--- src/rtl/qp_mem_arbiter_if.sv ---
// rtl/qp_mem_arbiter_if.sv - requester, response and SRAM signal bundle for qp_mem_arbiter
interface qp_mem_arbiter_if #(
  parameter int ADDRW = 9,
  parameter int PW    = 55
);
  // wbs (Wishbone slave controller) requester
  logic             wbs_mode;
  logic             wbs_req;
  logic             wbs_we;
  logic [ADDRW-1:0] wbs_addr;
  logic [PW-1:0]    wbs_wdata;
  logic             wbs_gnt;
  logic             wbs_rvalid;
  // ANN engine requester
  logic             eng_req;
  logic             eng_burst;
  logic             eng_we;
  logic [ADDRW-1:0] eng_addr;
  logic [PW-1:0]    eng_wdata;
  logic             eng_gnt;
  logic             eng_rvalid;
  // shared read return
  logic [PW-1:0]    rdata;
  // SRAM port 0
  logic             mem_csb0;
  logic             mem_web0;
  logic [ADDRW-1:0] mem_addr0;
  logic [PW-1:0]    mem_wpatch0;
  logic [PW-1:0]    mem_rpatch0;

  modport slave (
    input  wbs_mode, wbs_req, wbs_we, wbs_addr, wbs_wdata,
    input  eng_req, eng_burst, eng_we, eng_addr, eng_wdata,
    input  mem_rpatch0,
    output wbs_gnt, wbs_rvalid, eng_gnt, eng_rvalid, rdata,
    output mem_csb0, mem_web0, mem_addr0, mem_wpatch0
  );

  modport master (
    output wbs_mode, wbs_req, wbs_we, wbs_addr, wbs_wdata,
    output eng_req, eng_burst, eng_we, eng_addr, eng_wdata,
    output mem_rpatch0,
    input  wbs_gnt, wbs_rvalid, eng_gnt, eng_rvalid, rdata,
    input  mem_csb0, mem_web0, mem_addr0, mem_wpatch0
  );
endinterface

--- src/rtl/qp_mem_arbiter.sv ---
// rtl/qp_mem_arbiter.sv - query-patch SRAM arbiter (wbs vs engine); QP_ARB_RDATA_REG_EN adds an rdata output register
module qp_mem_arbiter #(
  parameter int DATA_WIDTH = 11,
  parameter int PATCH_SIZE = 5,
  parameter int NUM_QUERYS = 408,
  parameter int MAX_BURST  = 16,
  parameter int MAX_WAIT   = 8
) (
  input  logic             clk,
  input  logic             rst_n,
  qp_mem_arbiter_if.slave  bus
);
  localparam int PW    = PATCH_SIZE * DATA_WIDTH;
  localparam int ADDRW = $clog2(NUM_QUERYS);
  localparam int BCW   = $clog2(MAX_BURST + 1);
  localparam int WCW   = $clog2(MAX_WAIT + 1);
  localparam logic [BCW-1:0] BURST_CAP = BCW'(MAX_BURST);
  localparam logic [WCW-1:0] WAIT_CAP  = WCW'(MAX_WAIT);

  typedef enum logic [1:0] {S_IDLE, S_ENG_OWN, S_WBS_OWN} state_t;

  state_t         r_state;
  state_t         w_state_nxt;
  logic           r_hold;
  logic           r_mode_q;
  logic [BCW-1:0] r_burst_cnt;
  logic [WCW-1:0] r_wbs_wait;
  logic [WCW-1:0] r_eng_wait;
  logic           r_rd_wbs;
  logic           r_rd_eng;

  logic           w_wbs_gnt;
  logic           w_eng_gnt;
  logic           w_hold;
  logic           w_cap;
  logic           w_hold_live;
  logic           w_wbs_starved;
  logic           w_eng_starved;

  // Burst hold survives only while the mode is unchanged since the last beat.
  assign w_hold        = (r_state == S_ENG_OWN) && r_hold && (bus.wbs_mode == r_mode_q);
  assign w_cap         = (r_burst_cnt >= BURST_CAP);
  // While an engine burst is being honoured the burst cap bounds the wbs wait, so the
  // wbs starvation counter is frozen for those beats.
  assign w_hold_live   = w_hold && !w_cap;
  assign w_wbs_starved = (r_wbs_wait == WAIT_CAP);
  assign w_eng_starved = (r_eng_wait == WAIT_CAP);

  // Grant decision, next owner and SRAM command mux.
  always_comb begin
    w_wbs_gnt       = 1'b0;
    w_eng_gnt       = 1'b0;
    w_state_nxt     = S_IDLE;
    bus.mem_csb0    = 1'b1;
    bus.mem_web0    = 1'b1;
    bus.mem_addr0   = '0;
    bus.mem_wpatch0 = '0;
    if (rst_n) begin
      if (bus.wbs_req && bus.eng_req) begin
        if (w_wbs_starved)      w_wbs_gnt = 1'b1;
        else if (w_eng_starved) w_eng_gnt = 1'b1;
        else if (w_cap)         w_wbs_gnt = 1'b1;
        else if (w_hold)        w_eng_gnt = 1'b1;
        else if (bus.wbs_mode)  w_wbs_gnt = 1'b1;
        else                    w_eng_gnt = 1'b1;
      end else if (bus.wbs_req) begin
        w_wbs_gnt = 1'b1;
      end else if (bus.eng_req) begin
        w_eng_gnt = 1'b1;
      end
    end
    if (w_wbs_gnt) begin
      w_state_nxt     = S_WBS_OWN;
      bus.mem_csb0    = 1'b0;
      bus.mem_web0    = !bus.wbs_we;
      bus.mem_addr0   = bus.wbs_addr;
      bus.mem_wpatch0 = bus.wbs_wdata;
    end else if (w_eng_gnt) begin
      w_state_nxt     = S_ENG_OWN;
      bus.mem_csb0    = 1'b0;
      bus.mem_web0    = !bus.eng_we;
      bus.mem_addr0   = bus.eng_addr;
      bus.mem_wpatch0 = bus.eng_wdata;
    end
  end

  assign bus.wbs_gnt = w_wbs_gnt;
  assign bus.eng_gnt = w_eng_gnt;

  // Owner state register.
  always_ff @(posedge clk) begin
    if (!rst_n) r_state <= S_IDLE;
    else        r_state <= w_state_nxt;
  end

  // Burst hold, burst cap counter and saturating starvation counters.
  always_ff @(posedge clk) begin
    if (!rst_n) begin
      r_hold      <= 1'b0;
      r_mode_q    <= 1'b0;
      r_burst_cnt <= '0;
      r_wbs_wait  <= '0;
      r_eng_wait  <= '0;
    end else begin
      r_mode_q <= bus.wbs_mode;
      r_hold   <= w_eng_gnt && bus.eng_burst;
      if (w_eng_gnt && bus.wbs_req)
        r_burst_cnt <= w_cap ? BURST_CAP : r_burst_cnt + 1'b1;
      else
        r_burst_cnt <= '0;
      if (w_wbs_gnt)
        r_wbs_wait <= '0;
      else if (bus.wbs_req && !w_hold_live && !w_wbs_starved)
        r_wbs_wait <= r_wbs_wait + 1'b1;
      if (w_eng_gnt)
        r_eng_wait <= '0;
      else if (bus.eng_req && !w_eng_starved)
        r_eng_wait <= r_eng_wait + 1'b1;
    end
  end

  // Remember which requester owns the read now in the SRAM.
  always_ff @(posedge clk) begin
    if (!rst_n) begin
      r_rd_wbs <= 1'b0;
      r_rd_eng <= 1'b0;
    end else begin
      r_rd_wbs <= w_wbs_gnt && !bus.wbs_we;
      r_rd_eng <= w_eng_gnt && !bus.eng_we;
    end
  end

`ifdef QP_ARB_RDATA_REG_EN
  logic          r_rv_wbs;
  logic          r_rv_eng;
  logic [PW-1:0] r_rdata;

  // Extra output stage: read data and valids retimed by one cycle.
  always_ff @(posedge clk) begin
    if (!rst_n) begin
      r_rv_wbs <= 1'b0;
      r_rv_eng <= 1'b0;
      r_rdata  <= '0;
    end else begin
      r_rv_wbs <= r_rd_wbs;
      r_rv_eng <= r_rd_eng;
      r_rdata  <= (r_rd_wbs || r_rd_eng) ? bus.mem_rpatch0 : '0;
    end
  end

  assign bus.wbs_rvalid = r_rv_wbs;
  assign bus.eng_rvalid = r_rv_eng;
  assign bus.rdata      = r_rdata;
`else
  assign bus.wbs_rvalid = r_rd_wbs;
  assign bus.eng_rvalid = r_rd_eng;
  assign bus.rdata      = (r_rd_wbs || r_rd_eng) ? bus.mem_rpatch0 : '0;
`endif

endmodule
--- src/flat_wrapper.sv ---
// flat-port wrapper written by rule: the top's interface ports become plain ports
module qp_mem_arbiter_flat 
#(
  parameter int DATA_WIDTH = 11,
  parameter int PATCH_SIZE = 5,
  parameter int NUM_QUERYS = 408,
  parameter int MAX_BURST  = 16,
  parameter int MAX_WAIT   = 8
)
  (clk, rst_n, bus_wbs_mode, bus_wbs_req, bus_wbs_we, bus_wbs_addr, bus_wbs_wdata, bus_eng_req, bus_eng_burst, bus_eng_we, bus_eng_addr, bus_eng_wdata, bus_mem_rpatch0, bus_wbs_gnt, bus_wbs_rvalid, bus_eng_gnt, bus_eng_rvalid, bus_rdata, bus_mem_csb0, bus_mem_web0, bus_mem_addr0, bus_mem_wpatch0);
  qp_mem_arbiter_if bus_i ();
  input  logic clk;
  input  logic rst_n;
  input wire logic [$bits(bus_i.wbs_mode)-1:0] bus_wbs_mode;
  input wire logic [$bits(bus_i.wbs_req)-1:0] bus_wbs_req;
  input wire logic [$bits(bus_i.wbs_we)-1:0] bus_wbs_we;
  input wire logic [$bits(bus_i.wbs_addr)-1:0] bus_wbs_addr;
  input wire logic [$bits(bus_i.wbs_wdata)-1:0] bus_wbs_wdata;
  input wire logic [$bits(bus_i.eng_req)-1:0] bus_eng_req;
  input wire logic [$bits(bus_i.eng_burst)-1:0] bus_eng_burst;
  input wire logic [$bits(bus_i.eng_we)-1:0] bus_eng_we;
  input wire logic [$bits(bus_i.eng_addr)-1:0] bus_eng_addr;
  input wire logic [$bits(bus_i.eng_wdata)-1:0] bus_eng_wdata;
  input wire logic [$bits(bus_i.mem_rpatch0)-1:0] bus_mem_rpatch0;
  output wire logic [$bits(bus_i.wbs_gnt)-1:0] bus_wbs_gnt;
  output wire logic [$bits(bus_i.wbs_rvalid)-1:0] bus_wbs_rvalid;
  output wire logic [$bits(bus_i.eng_gnt)-1:0] bus_eng_gnt;
  output wire logic [$bits(bus_i.eng_rvalid)-1:0] bus_eng_rvalid;
  output wire logic [$bits(bus_i.rdata)-1:0] bus_rdata;
  output wire logic [$bits(bus_i.mem_csb0)-1:0] bus_mem_csb0;
  output wire logic [$bits(bus_i.mem_web0)-1:0] bus_mem_web0;
  output wire logic [$bits(bus_i.mem_addr0)-1:0] bus_mem_addr0;
  output wire logic [$bits(bus_i.mem_wpatch0)-1:0] bus_mem_wpatch0;
  assign bus_i.wbs_mode = bus_wbs_mode;
  assign bus_i.wbs_req = bus_wbs_req;
  assign bus_i.wbs_we = bus_wbs_we;
  assign bus_i.wbs_addr = bus_wbs_addr;
  assign bus_i.wbs_wdata = bus_wbs_wdata;
  assign bus_i.eng_req = bus_eng_req;
  assign bus_i.eng_burst = bus_eng_burst;
  assign bus_i.eng_we = bus_eng_we;
  assign bus_i.eng_addr = bus_eng_addr;
  assign bus_i.eng_wdata = bus_eng_wdata;
  assign bus_i.mem_rpatch0 = bus_mem_rpatch0;
  assign bus_wbs_gnt = bus_i.wbs_gnt;
  assign bus_wbs_rvalid = bus_i.wbs_rvalid;
  assign bus_eng_gnt = bus_i.eng_gnt;
  assign bus_eng_rvalid = bus_i.eng_rvalid;
  assign bus_rdata = bus_i.rdata;
  assign bus_mem_csb0 = bus_i.mem_csb0;
  assign bus_mem_web0 = bus_i.mem_web0;
  assign bus_mem_addr0 = bus_i.mem_addr0;
  assign bus_mem_wpatch0 = bus_i.mem_wpatch0;
  qp_mem_arbiter #(.DATA_WIDTH(DATA_WIDTH), .PATCH_SIZE(PATCH_SIZE), .NUM_QUERYS(NUM_QUERYS), .MAX_BURST(MAX_BURST), .MAX_WAIT(MAX_WAIT)) u_core (.clk(clk), .rst_n(rst_n), .bus(bus_i));
endmodule
--- config.mk ---
export PLATFORM = sky130hd
export DESIGN_NAME = qp_mem_arbiter_flat
export DESIGN_NICKNAME = d
export VERILOG_FILES = /design/src/rtl/qp_mem_arbiter_if.sv /design/src/rtl/qp_mem_arbiter.sv /design/src/flat_wrapper.sv
export SDC_FILE = /design/constraint.sdc
export NUM_CORES = 1
export LEC_CHECK = 0
export BUFFER_PORTS_ARGS = -buffer_cell sky130_fd_sc_hd__clkbuf_2
export CORE_AREA = 2 2 123 125
export CTS_BUF_LIST = sky130_fd_sc_hd__clkbuf_4 sky130_fd_sc_hd__clkbuf_8
export DETAILED_ROUTE_END_ITERATION = 8
export DIE_AREA = 0 0 125 127
export GPL_TIMING_DRIVEN = 0
export PLACE_DENSITY = 0.56
export SYNTH_ARGS = -nofsm -noshare
export SYNTH_HDL_FRONTEND = slang
export SYNTH_SLANG_ARGS = --single-unit
export TNS_END_PERCENT = 1
--- constraint.sdc ---
create_clock -name clk -period 4.2 [get_ports clk]
set_clock_uncertainty 0.05 [all_clocks]
set_input_delay 0.42 -clock clk [delete_from_list [all_inputs] [get_ports clk]]
set_output_delay 0.42 -clock clk [all_outputs]
set_load 0.1 [all_outputs]
==> run metrics <==
yosys synthesis warning count=0; critical path required time=3.73 ns; nets=747; Crit. End Element=output port; CP Cell Sequence=inv_1 > ha_1 > nand3b_1 > a21boi_0 > o21a_1 > buf_4 > buf_6 > a22o_1 > clkbuf_2; antenna violations before repair=16; synthesized area=1928 sq um; # placed instances=729; HPWL after detailed placement=11870 um; num ports=316; Root Buffer=clkbuf_8; Period Utilization, post-route=0.7668; vias per cell=4.061; CTS HTree Levels=1; WL/cell=17.76 um; gr ovfl total=0; Worst Max-Slew Pin Slew=0.6654 ns; Max Buffers Root-to-Sink=2; total routed wirelength=13190 um; worst hold path type=input pin to flip-flop; cts repair resizes=0; CTS clk-pin slew, worst paths=0.08 ns; Initial Util=0.1337; CP Buf/Inv Count=4; Pleak=2.137 nW; crit start category=flip-flop; fillers=1657; Slew Viols, Final=0; slowest cell on the critical path=clkbuf_2; Vias=3017; hold_ws=0.2769 ns; Die ar.=15880 sq um; setup bufs post-CTS=0; synthesized area per cell=8.347 sq um; Fin. Hold Viols=0; GR Util All Layers=0.1501; Crit Path Max Fanout=10; final setup vio count=0; first-pass GRT wire length=17780 um; Worst slew margin=0.5547; Post-synth EDFFs=0; Row Count=44; RSZ-0062 raised after global routing=false; Final Critical Period=3.221 ns; largest net degree at the start of global routing=13; Max-cap violations=0; drt first pass iters=4; Sequential Area=380.4 sq um; port bufs=314; pwr/cell area=303.9 nW/um^2; cells after synthesis=231; Die H=127 um; P&R area growth vs syn=97.27%; hold_buf cts=0; VDD IR max=0.0001169 V; vias in the first global route=2851; Non-Filler Instances=743; Worst EP arrival=2.75 ns; CP delay by family, top=buffers and inverters; CTS tree=built; Final Wtd Congestion=0.7876; sequential fraction of the synthesis area=0.1973; Core ar.=14420 sq um; post-detailed-route count of antenna-violating nets=0; post-synthesis net count=428; Die W=125 um; count of different cell masters after synthesis=34; Multi-input gate area=1399 sq um; max frequency=0.3105 GHz; DR DRC count=0; ys async rst share=0; Initial DRC Count=144; commonest register cell after synthesis=dfxtp_1; # clock sinks=19; later-pin clock latency in the skew report=0.27 ns; outcome=finished, final reports clean; Worst path max stage delay=0.47 ns; Fin Setup TNS=0 ns; Num CTS Buffers=3; share of layout cells above drive strength 1=0.6138; Synth Register Bits=19; critical path class=flip-flop to output port
## final timing paths
kind | from | endpoint | slack (ns) | cells after the start
hold reg to reg | u_core.r_burst_cnt[0] | u_core.r_burst_cnt[0] | 0.43 | 1
setup reg to reg | u_core.r_wbs_wait[0] | u_core.bus.wbs_rvalid | 2.18 | 7
hold / removal | bus_eng_we | u_core.bus.eng_rvalid | 0.28 | 2
setup / recovery | u_core.r_wbs_wait[0] | bus_mem_wpatch0[22] | 0.98 | 9
## power breakdown
| group | total, W | internal, W | leakage (nW) | switching [W] |
|---|---|---|---|---|
| registers | 0.000189 | 0.000185 | 0.155 | 0.00000363 |
| clock network | 0.000138 | 0.0000671 | 0.0218 | 0.0000709 |
| logic | 0.000829 | 0.000170 | 1.96 | 0.000659 |
## cells in the final DEF, fill, tap and decap left out, types with 2 or more instances in the layout
cell type and count:
a21oi_1 2, a22o_1 64, and2_1 2, and3_1 5, buf_2 8, buf_4 2
buf_6 4, clkbuf_1 6, clkbuf_2 314, clkbuf_8 3, dfxtp_1 19, diode_2 10
ha_1 6, inv_1 7, nand2_1 5, nand3_1 3, nand3b_1 2, nor2_1 9
nor2b_1 57, nor3b_1 3, o21a_1 3, o21ai_0 3, xnor2_1 5, xor2_1 3
## sequential cells by signal, summed over array words and instances (netlist names)
| register | count |
|---|---|
| u_core.r_mode_q | 1 |
| u_core.r_wbs_wait | 4 |
| u_core.bus.wbs_rvalid | 1 |
| u_core.bus.eng_rvalid | 1 |
| u_core.r_hold | 1 |
| u_core.r_state | 2 |
| u_core.r_burst_cnt | 5 |
| u_core.r_eng_wait | 4 |
## stage by stage
| step | utilization | setup slack, ns | power, W | area (sq um) |
|---|---|---|---|---|
| floorplan | - | 0.7195 | 0.0008348 | 1928 |
| global placement | 0.2586 | 1.232 | 0.001023 | 3730 |
| detailed placement | 0.2586 | 1.264 | 0.001024 | 3730 |
| CTS | 0.2620 | 0.9989 | 0.001172 | 3779 |
| global route | 0.2621 | 0.8001 | 0.001205 | 3781 |
| finish | 0.2637 | 0.9795 | 0.001156 | 3804 |
## synth_stat cells, drive strengths merged (2+ instances only)
library cell  count  share of area
a22o             64           0.29
nor2b            57           0.18
dfxtp            19           0.20
buf              14          0.052
nor2              9          0.018
inv               7          0.014
clkbuf            6          0.012
ha                6          0.039
and3              5          0.016
nand2             5         0.0097
xnor2             5          0.023
nor3b             4          0.021
nand3             3         0.0078
o21a              3          0.012
o21ai             3         0.0078
xor2              3          0.014
a21oi             2         0.0052
and2              2         0.0065
nand3b            2         0.0078
## layout make-up
cell class,instances,area share
timing repair buffer,314,0.4132
clock inverter,1,0.001974
clock buffer,3,0.01086
sequential,19,0.1000
antenna,10,0.006579
tap,184,0.06053
buffer,20,0.03224
inverter,7,0.006908
multi-input combinational,185,0.3678
## layer usage
metal	track usage	vias up	wire length [um]
met4	0.02288	10	184
met3	0.1131	20	2044
li1	-	1501	-
met1	0.1718	1327	5078
met2	0.2289	159	5819
met5	0	-	65
## cell families (layout without fill, tap and decap cells)
family / Yosys count / count (layout) / synth area share
mux: 1 / 1 / 0.005840
simple gates: 91 / 91 / 0.2985
fa+ha+maj: 6 / 6 / 0.03893
other cells: 0 / 10 / 0
compound gates: 79 / 79 / 0.3459
flops: 19 / 19 / 0.1973
buf+inv: 27 / 345 / 0.07722
xor+xnor: 8 / 8 / 0.03634
(Power assumes the default switching activity.)
